**src/rtl/fb_line_streamer.sv**
```systemverilog
// Framebuffer scan-out: bursts each scanline from memory into a FIFO and streams it as AXI-Stream
// video. Define FB_TESTPATTERN_EN to add a generated test-pattern source in place of memory reads.
module fb_line_streamer #(
  parameter int unsigned FIFO_DEPTH = 64,
  parameter int unsigned BURST_LEN  = 16,
  parameter int unsigned ADDR_W     = 32
) (
  input  logic              m_axis_vid_aclk,
  input  logic              aresetn,
  input  logic              enable,
`ifdef FB_TESTPATTERN_EN
  input  logic              test_pattern,
`endif
  input  logic [ADDR_W-1:0] cfg_base,
  input  logic [11:0]       cfg_words,
  input  logic [11:0]       cfg_lines,
  input  logic [15:0]       cfg_stride,
  output logic              rd_valid,
  input  logic              rd_ready,
  output logic [ADDR_W-1:0] rd_addr,
  output logic [7:0]        rd_len,
  input  logic [31:0]       rd_data,
  input  logic              rd_data_valid,
  output logic [31:0]       m_axis_vid_tdata,
  output logic              m_axis_vid_tvalid,
  input  logic              m_axis_vid_tready,
  output logic              m_axis_vid_tlast,
  output logic              m_axis_vid_tuser,
  output logic              busy,
  output logic              frame_done
);
  localparam int unsigned PW = $clog2(FIFO_DEPTH);
  localparam int unsigned CW = PW + 1;

  typedef enum logic [1:0] {StIdle, StReq, StNext, StDrain} state_e;

  state_e            r_state, w_state_d;
  logic [11:0]       r_words, w_words_d, r_lines, w_lines_d;
  logic [11:0]       r_req_line, w_req_line_d, r_words_left, w_words_left_d;
  logic [15:0]       r_stride, w_stride_d;
  logic [ADDR_W-1:0] r_line_addr, w_line_addr_d, r_rd_addr, w_rd_addr_d;
  logic [7:0]        r_rd_len, w_rd_len_d;
  logic              r_rd_valid, w_rd_valid_d;
  logic              r_busy, w_busy_d, r_frame_done, w_frame_done_d;
  logic              r_tp, w_tp_d;

  logic [CW-1:0]     r_count, r_outstanding;
  logic [PW-1:0]     r_wptr, r_rptr;
  logic [31:0]       r_mem [FIFO_DEPTH];
  logic [31:0]       r_tdata;
  logic              r_tvalid, r_tlast, r_tuser, r_tfinal, r_gen_done;
  logic [11:0]       r_out_x, r_out_y;

  logic [12:0]       w_beats;
  logic [31:0]       w_free;
  logic              w_credit_ok, w_rd_hs, w_xfer, w_avail, w_load, w_fifo_rd;
  logic              w_last_x, w_last_y, w_tp_in;
  logic [31:0]       w_pattern;

`ifdef FB_TESTPATTERN_EN
  assign w_tp_in = test_pattern;
`else
  assign w_tp_in = 1'b0;
`endif

  assign w_beats     = (r_words_left >= 12'(BURST_LEN)) ? 13'(BURST_LEN) : {1'b0, r_words_left};
  // Space not yet spoken for by data in the FIFO or data already requested.
  assign w_free      = 32'(FIFO_DEPTH) - 32'(r_count) - 32'(r_outstanding);
  assign w_credit_ok = w_free >= 32'(w_beats);
  assign w_rd_hs     = r_rd_valid & rd_ready;

  always_comb begin
    w_state_d       = r_state;
    w_words_d       = r_words;
    w_lines_d       = r_lines;
    w_stride_d      = r_stride;
    w_req_line_d    = r_req_line;
    w_words_left_d  = r_words_left;
    w_line_addr_d   = r_line_addr;
    w_rd_addr_d     = r_rd_addr;
    w_rd_len_d      = r_rd_len;
    w_rd_valid_d    = r_rd_valid;
    w_busy_d        = r_busy;
    w_tp_d          = r_tp;
    w_frame_done_d  = 1'b0;
    unique case (r_state)
      StIdle: begin
        if (enable) begin
          w_words_d      = cfg_words;
          w_lines_d      = cfg_lines;
          w_stride_d     = cfg_stride;
          w_line_addr_d  = cfg_base;
          w_rd_addr_d    = cfg_base;
          w_req_line_d   = '0;
          w_words_left_d = cfg_words;
          w_busy_d       = 1'b1;
          w_tp_d         = w_tp_in;
          w_state_d      = w_tp_in ? StDrain : StReq;
        end
      end
      StReq: begin
        if (!r_rd_valid) begin
          if (w_credit_ok) begin
            w_rd_valid_d = 1'b1;
            w_rd_len_d   = 8'(w_beats - 13'd1);
          end
        end else if (rd_ready) begin
          w_rd_valid_d   = 1'b0;
          w_rd_addr_d    = r_rd_addr + ADDR_W'({w_beats, 2'b00});
          w_words_left_d = r_words_left - w_beats[11:0];
          if (r_words_left == w_beats[11:0]) w_state_d = StNext;
        end
      end
      StNext: begin
        w_line_addr_d = r_line_addr + ADDR_W'(r_stride);
        w_req_line_d  = r_req_line + 12'd1;
        if (r_req_line == r_lines - 12'd1) begin
          w_state_d = StDrain;
        end else begin
          w_words_left_d = r_words;
          w_rd_addr_d    = w_line_addr_d;
          w_state_d      = StReq;
        end
      end
      StDrain: begin
        if (w_xfer && r_tfinal) begin
          w_frame_done_d = 1'b1;
          w_busy_d       = 1'b0;
          w_state_d      = StIdle;
        end
      end
      default: w_state_d = StIdle;
    endcase
  end

  always_ff @(posedge m_axis_vid_aclk) begin
    if (!aresetn) r_state <= StIdle;
    else          r_state <= w_state_d;
  end

  always_ff @(posedge m_axis_vid_aclk) begin
    if (!aresetn) begin
      r_words <= '0; r_lines <= '0; r_stride <= '0; r_req_line <= '0; r_words_left <= '0;
      r_line_addr <= '0; r_rd_addr <= '0; r_rd_len <= '0; r_rd_valid <= 1'b0;
      r_busy <= 1'b0; r_frame_done <= 1'b0; r_tp <= 1'b0;
    end else begin
      r_words <= w_words_d; r_lines <= w_lines_d; r_stride <= w_stride_d;
      r_req_line <= w_req_line_d; r_words_left <= w_words_left_d;
      r_line_addr <= w_line_addr_d; r_rd_addr <= w_rd_addr_d; r_rd_len <= w_rd_len_d;
      r_rd_valid <= w_rd_valid_d; r_busy <= w_busy_d; r_frame_done <= w_frame_done_d;
      r_tp <= w_tp_d;
    end
  end

  assign w_xfer    = r_tvalid & m_axis_vid_tready;
  assign w_avail   = r_tp ? (r_busy & ~r_gen_done) : (r_count != '0);
  assign w_load    = w_avail & (~r_tvalid | m_axis_vid_tready);
  assign w_fifo_rd = w_load & ~r_tp;
  // out_x/out_y track the word being loaded into the output register.
  assign w_last_x  = r_out_x == r_words - 12'd1;
  assign w_last_y  = r_out_y == r_lines - 12'd1;
  assign w_pattern = {8'h00, r_out_y[7:0], r_out_x[7:0], r_out_x[7:0] ^ r_out_y[7:0]};

  always_ff @(posedge m_axis_vid_aclk) begin
    if (rd_data_valid) r_mem[r_wptr] <= rd_data;
  end

  always_ff @(posedge m_axis_vid_aclk) begin
    if (!aresetn) begin
      r_wptr <= '0; r_rptr <= '0; r_count <= '0; r_outstanding <= '0;
      r_tdata <= '0; r_tvalid <= 1'b0; r_tlast <= 1'b0; r_tuser <= 1'b0; r_tfinal <= 1'b0;
      r_gen_done <= 1'b0; r_out_x <= '0; r_out_y <= '0;
    end else begin
      if (rd_data_valid) r_wptr <= r_wptr + PW'(1);
      if (w_fifo_rd)     r_rptr <= r_rptr + PW'(1);
      r_count       <= r_count + CW'(rd_data_valid) - CW'(w_fifo_rd);
      r_outstanding <= r_outstanding + (w_rd_hs ? CW'(w_beats) : '0) - CW'(rd_data_valid);
      if (w_load) begin
        r_tvalid <= 1'b1;
        r_tdata  <= r_tp ? w_pattern : r_mem[r_rptr];
        r_tlast  <= w_last_x;
        r_tuser  <= (r_out_x == '0) && (r_out_y == '0);
        r_tfinal <= w_last_x & w_last_y;
        if (w_last_x) begin
          r_out_x <= '0;
          r_out_y <= w_last_y ? '0 : r_out_y + 12'd1;
        end else begin
          r_out_x <= r_out_x + 12'd1;
        end
        if (w_last_x && w_last_y) r_gen_done <= 1'b1;
      end else if (w_xfer) begin
        r_tvalid <= 1'b0; r_tlast <= 1'b0; r_tuser <= 1'b0; r_tfinal <= 1'b0;
      end
      if (r_state == StIdle && enable) r_gen_done <= 1'b0;
    end
  end

  assign rd_valid          = r_rd_valid;
  assign rd_addr           = r_rd_addr;
  assign rd_len            = r_rd_len;
  assign m_axis_vid_tdata  = r_tdata;
  assign m_axis_vid_tvalid = r_tvalid;
  assign m_axis_vid_tlast  = r_tlast;
  assign m_axis_vid_tuser  = r_tuser;
  assign busy              = r_busy;
  assign frame_done        = r_frame_done;
endmodule

```
**config.mk**
```make
export PLATFORM = sky130hd
export DESIGN_NAME = fb_line_streamer
export DESIGN_NICKNAME = d
export VERILOG_FILES = /design/src/rtl/fb_line_streamer.sv
export SDC_FILE = /design/constraint.sdc
export NUM_CORES = 2
export LEC_CHECK = 0
export ABC_AREA = 1
export BUFFER_PORTS_ARGS = -buffer_cell sky130_fd_sc_hd__buf_2
export CAP_MARGIN = 30
export CORE_ASPECT_RATIO = 1.25
export CORE_MARGIN = 2
export CORE_UTILIZATION = 37
export CTS_CLUSTER_DIAMETER = 50
export DETAILED_ROUTE_END_ITERATION = 16
export PLACE_DENSITY = 0.5
export SYNTH_ARGS = -nofsm -noshare
export SYNTH_HDL_FRONTEND = slang
export SYNTH_SLANG_ARGS = --single-unit
```
**constraint.sdc**
```tcl
create_clock -name m_axis_vid_aclk -period 15.6 [get_ports m_axis_vid_aclk]
set_input_delay 3.12 -clock m_axis_vid_aclk [delete_from_list [all_inputs] [get_ports m_axis_vid_aclk]]
set_output_delay 3.12 -clock m_axis_vid_aclk [all_outputs]
set_load 0.02 [all_outputs]
```
==> metrics.csv <==
metric,value,unit
seq_area_frac_synth,69.81,%
skew,0.07762,ns
cts_tree,done,
status,finished clean,
via_count,65723,
grt_use_total,22.30,%
placed_area,0.09953,sq mm
cp-start-kind,flip-flop,
grt_pass1_wl,435400,um
worst_pin_slew,1.066,ns
setup_tns,0,ns
fp.dieH,569.3,um
die-area,0.2598,sq mm
finalHoldViolCount,0,
cts_repair_resize_count,0,
ant_nets,0,
final_net_count,8498,
yosysTopAreaCell,edfxtp_1,
hpwl,171800,um
yosysUniqueCellTypes,47,
cts.path.max_buffers,4,
clk_pin_slew,0.06,ns
stdcell_area,0.1082,sq mm
antenna_found_initial,22,
worstPathRequired,16.38,ns
hp-class,flip-flop to flip-flop,
overflow,0,
die_w,456.3,um
syn_area,0.09460,sq mm
synth_top_area_share,65.01,%
io_buffers,187,
syn2layout_area_growth,14.40,%
drc,0,
cp.arrival,6.25,ns
grt_max_degree,205,
drive_above_1_share,9.737,%
crit_fanout,78,
whs,0.4744,ns
layout_common_cells,"2048 x edfxtp_1, 1390 x nor2_1, 1163 x o21ai_0",
rsz0062_at_grt,no,
syn_inst,8193,
start_util,37.20,%
synth-seq-cells,2275,
fill_cells,23734,
cts_hold_buf,0,
power.density,172.7,mW/mm^2
vias_per_cell,5.544,
power,18690,uW
finalCritPeriodShare,35.07,%
wl,298500,um
fmax,0.1828,GHz
layout_commonest_cell,edfxtp_1,
syn_area_per_cell,11.55,sq um
wl_per_cell,25.18,um
clk_latency,0.88,ns
max_slew_margin,28.91,%
ios,188,
coreArea,0.2543,sq mm
drv_cap,0,
synth_area_leaders,"edfxtp_1 65%, o21ai_0 6.2%, nor2_1 5.7%",
post_cts_buffers,0,
drtIter0Drc,6226,
clock-sinks,2275,
critPathKind,flip-flop to flip-flop,
cts_buffers,272,
drt_pass1_iterations,7,
setup_violations,0,
ys_warn_count,0,
fin_crit,5.471,ns
vdd_drop_max,0.0001215,V
grt_pass1_vias,63936,
static-leakage-power,0.03657,uW
cts-htree-levels,5,
fp-row-count,207,
cts_root_buf,clkbuf_16,
maxSlewViolCount,0,
cp-end-kind,flip-flop,
place_congestion,0.8498,
-- critical path, stage by stage, from the launching register on --
cell and delay [ns]:
dfxtp_4 0.82, buf_4 0.42, buf_16 0.32, buf_4 0.56
buf_4 0.57, buf_4 0.71, buf_4 0.74, o21ai_0 0.20
o22ai_1 0.19, a21oi_1 0.09, nand3_1 0.26, nand3_1 0.11
nand3_1 0.12, nand2_1 0.07, inv_1 0.05
-- final cells by class --
type                            instances  area (sq um)  share of cell area (%)
Timing Repair Buffer                  332          2330                   2.153
Antenna cell                            7         17.52                 0.01619
Sequential cell                      2275         66060                   61.04
Clock inverter                        149          1371                   1.267
Clock buffer                          334          7272                   6.720
Tap cell                             3344          4184                   3.866
Multi-Input combinational cell       5089         25730                   23.78
Inverter                              325          1251                   1.156
-- state kept, by name (all words and copies together) (netlist names) --
signal / count
r_mem: 2048
m_axis_vid_tdata: 32
frame_done: 1
r_words: 12
r_out_x: 12
r_line_addr: 32
rd_len: 8
r_words_left: 12
r_stride: 16
m_axis_vid_tlast: 1
r_lines: 12
m_axis_vid_tuser: 1
r_req_line: 12
r_tfinal: 1
rd_valid: 1
r_state: 2
rd_addr: 32
m_axis_vid_tvalid: 1
r_wptr: 6
r_rptr: 6
busy: 1
r_outstanding: 7
r_out_y: 12
r_count: 7
-- synthesized netlist by cell type (all sizes together) --
| cell | n |
|---|---|
| xnor2 | 11 |
| nor4 | 14 |
| nor3 | 49 |
| o22ai | 299 |
| o21bai | 6 |
| nand3 | 438 |
| ha | 88 |
| nand4 | 99 |
| a31oi | 14 |
| a211oi | 4 |
| nor2 | 1457 |
| xor2 | 38 |
| conb | 2 |
| edfxtp | 2048 |
| inv | 320 |
| nor3b | 2 |
| clkinv | 5 |
| clkbuf | 383 |
| a22oi | 3 |
| dfxtp | 227 |
| or2 | 13 |
| fa | 5 |
| a21oi | 282 |
| o21a | 3 |
| nand2 | 786 |
| and2 | 2 |
| and3 | 1 |
| a221oi | 7 |
| nand3b | 15 |
| o211ai | 45 |
| o221ai | 215 |
| xnor3 | 1 |
| o31ai | 2 |
| o21ai | 1168 |
| buf | 135 |
| a21o | 6 |
-- kinds of logic (layout without fill, tap and decap cells) --
kind of cell	Yosys count	in the layout	share of synthesized area (%)
adder cells (fa/ha/maj)	93	93	1.270
other	2	23	0.007939
AND/OR/NAND/NOR	2876	2876	12.51
buffers and inverters	843	1140	3.550
AO/OA/AOI/OAI	2054	2054	12.37
flip-flops	2275	2275	69.81
XOR/XNOR	50	50	0.4775
-- metrics by stage --
| step | std cells | utilization, % | setup slack, ns |
|---|---|---|---|
| final | 11855 | 42.55 | 10.13 |
| after floorplan | 8207 | - | 8.098 |
| after global placement | 11353 | 39.04 | 9.755 |
| after CTS | 11847 | 42.53 | 10.19 |
| after detailed placement | 11364 | 39.13 | 9.625 |
| after global routing | 11853 | 42.55 | 9.682 |
-- where the power goes --
group	leakage (uW)	internal [uW]	switching, uW	total, uW
logic	0.0121	1560	3810	5370
registers	0.0203	6850	288	7130
clock network	0.00419	3640	2550	6190
-- worst paths after layout --
| path | to | start | depth (start not counted) | slack, ns |
|---|---|---|---|---|
| worst max-delay path | m_axis_vid_tdata[20] | r_rptr[0] | 14 | 10.13 |
| worst min-delay path | rd_addr[1] | rd_addr[1] | 2 | 0.47 |
| worst max register to register | m_axis_vid_tdata[20] | r_rptr[0] | 14 | 10.13 |
| worst min register to register | rd_addr[1] | rd_addr[1] | 2 | 0.47 |
-- per-layer routing --
metal  wire length [um]  up-vias  track usage [%]
li1                   -    30063                -
met1             123100    33119            28.77
met2             149200     2065            38.82
met3              16760      470            2.956
met4               9498        6            7.063
met5                 40        -                0
(Power assumes the default switching activity.)
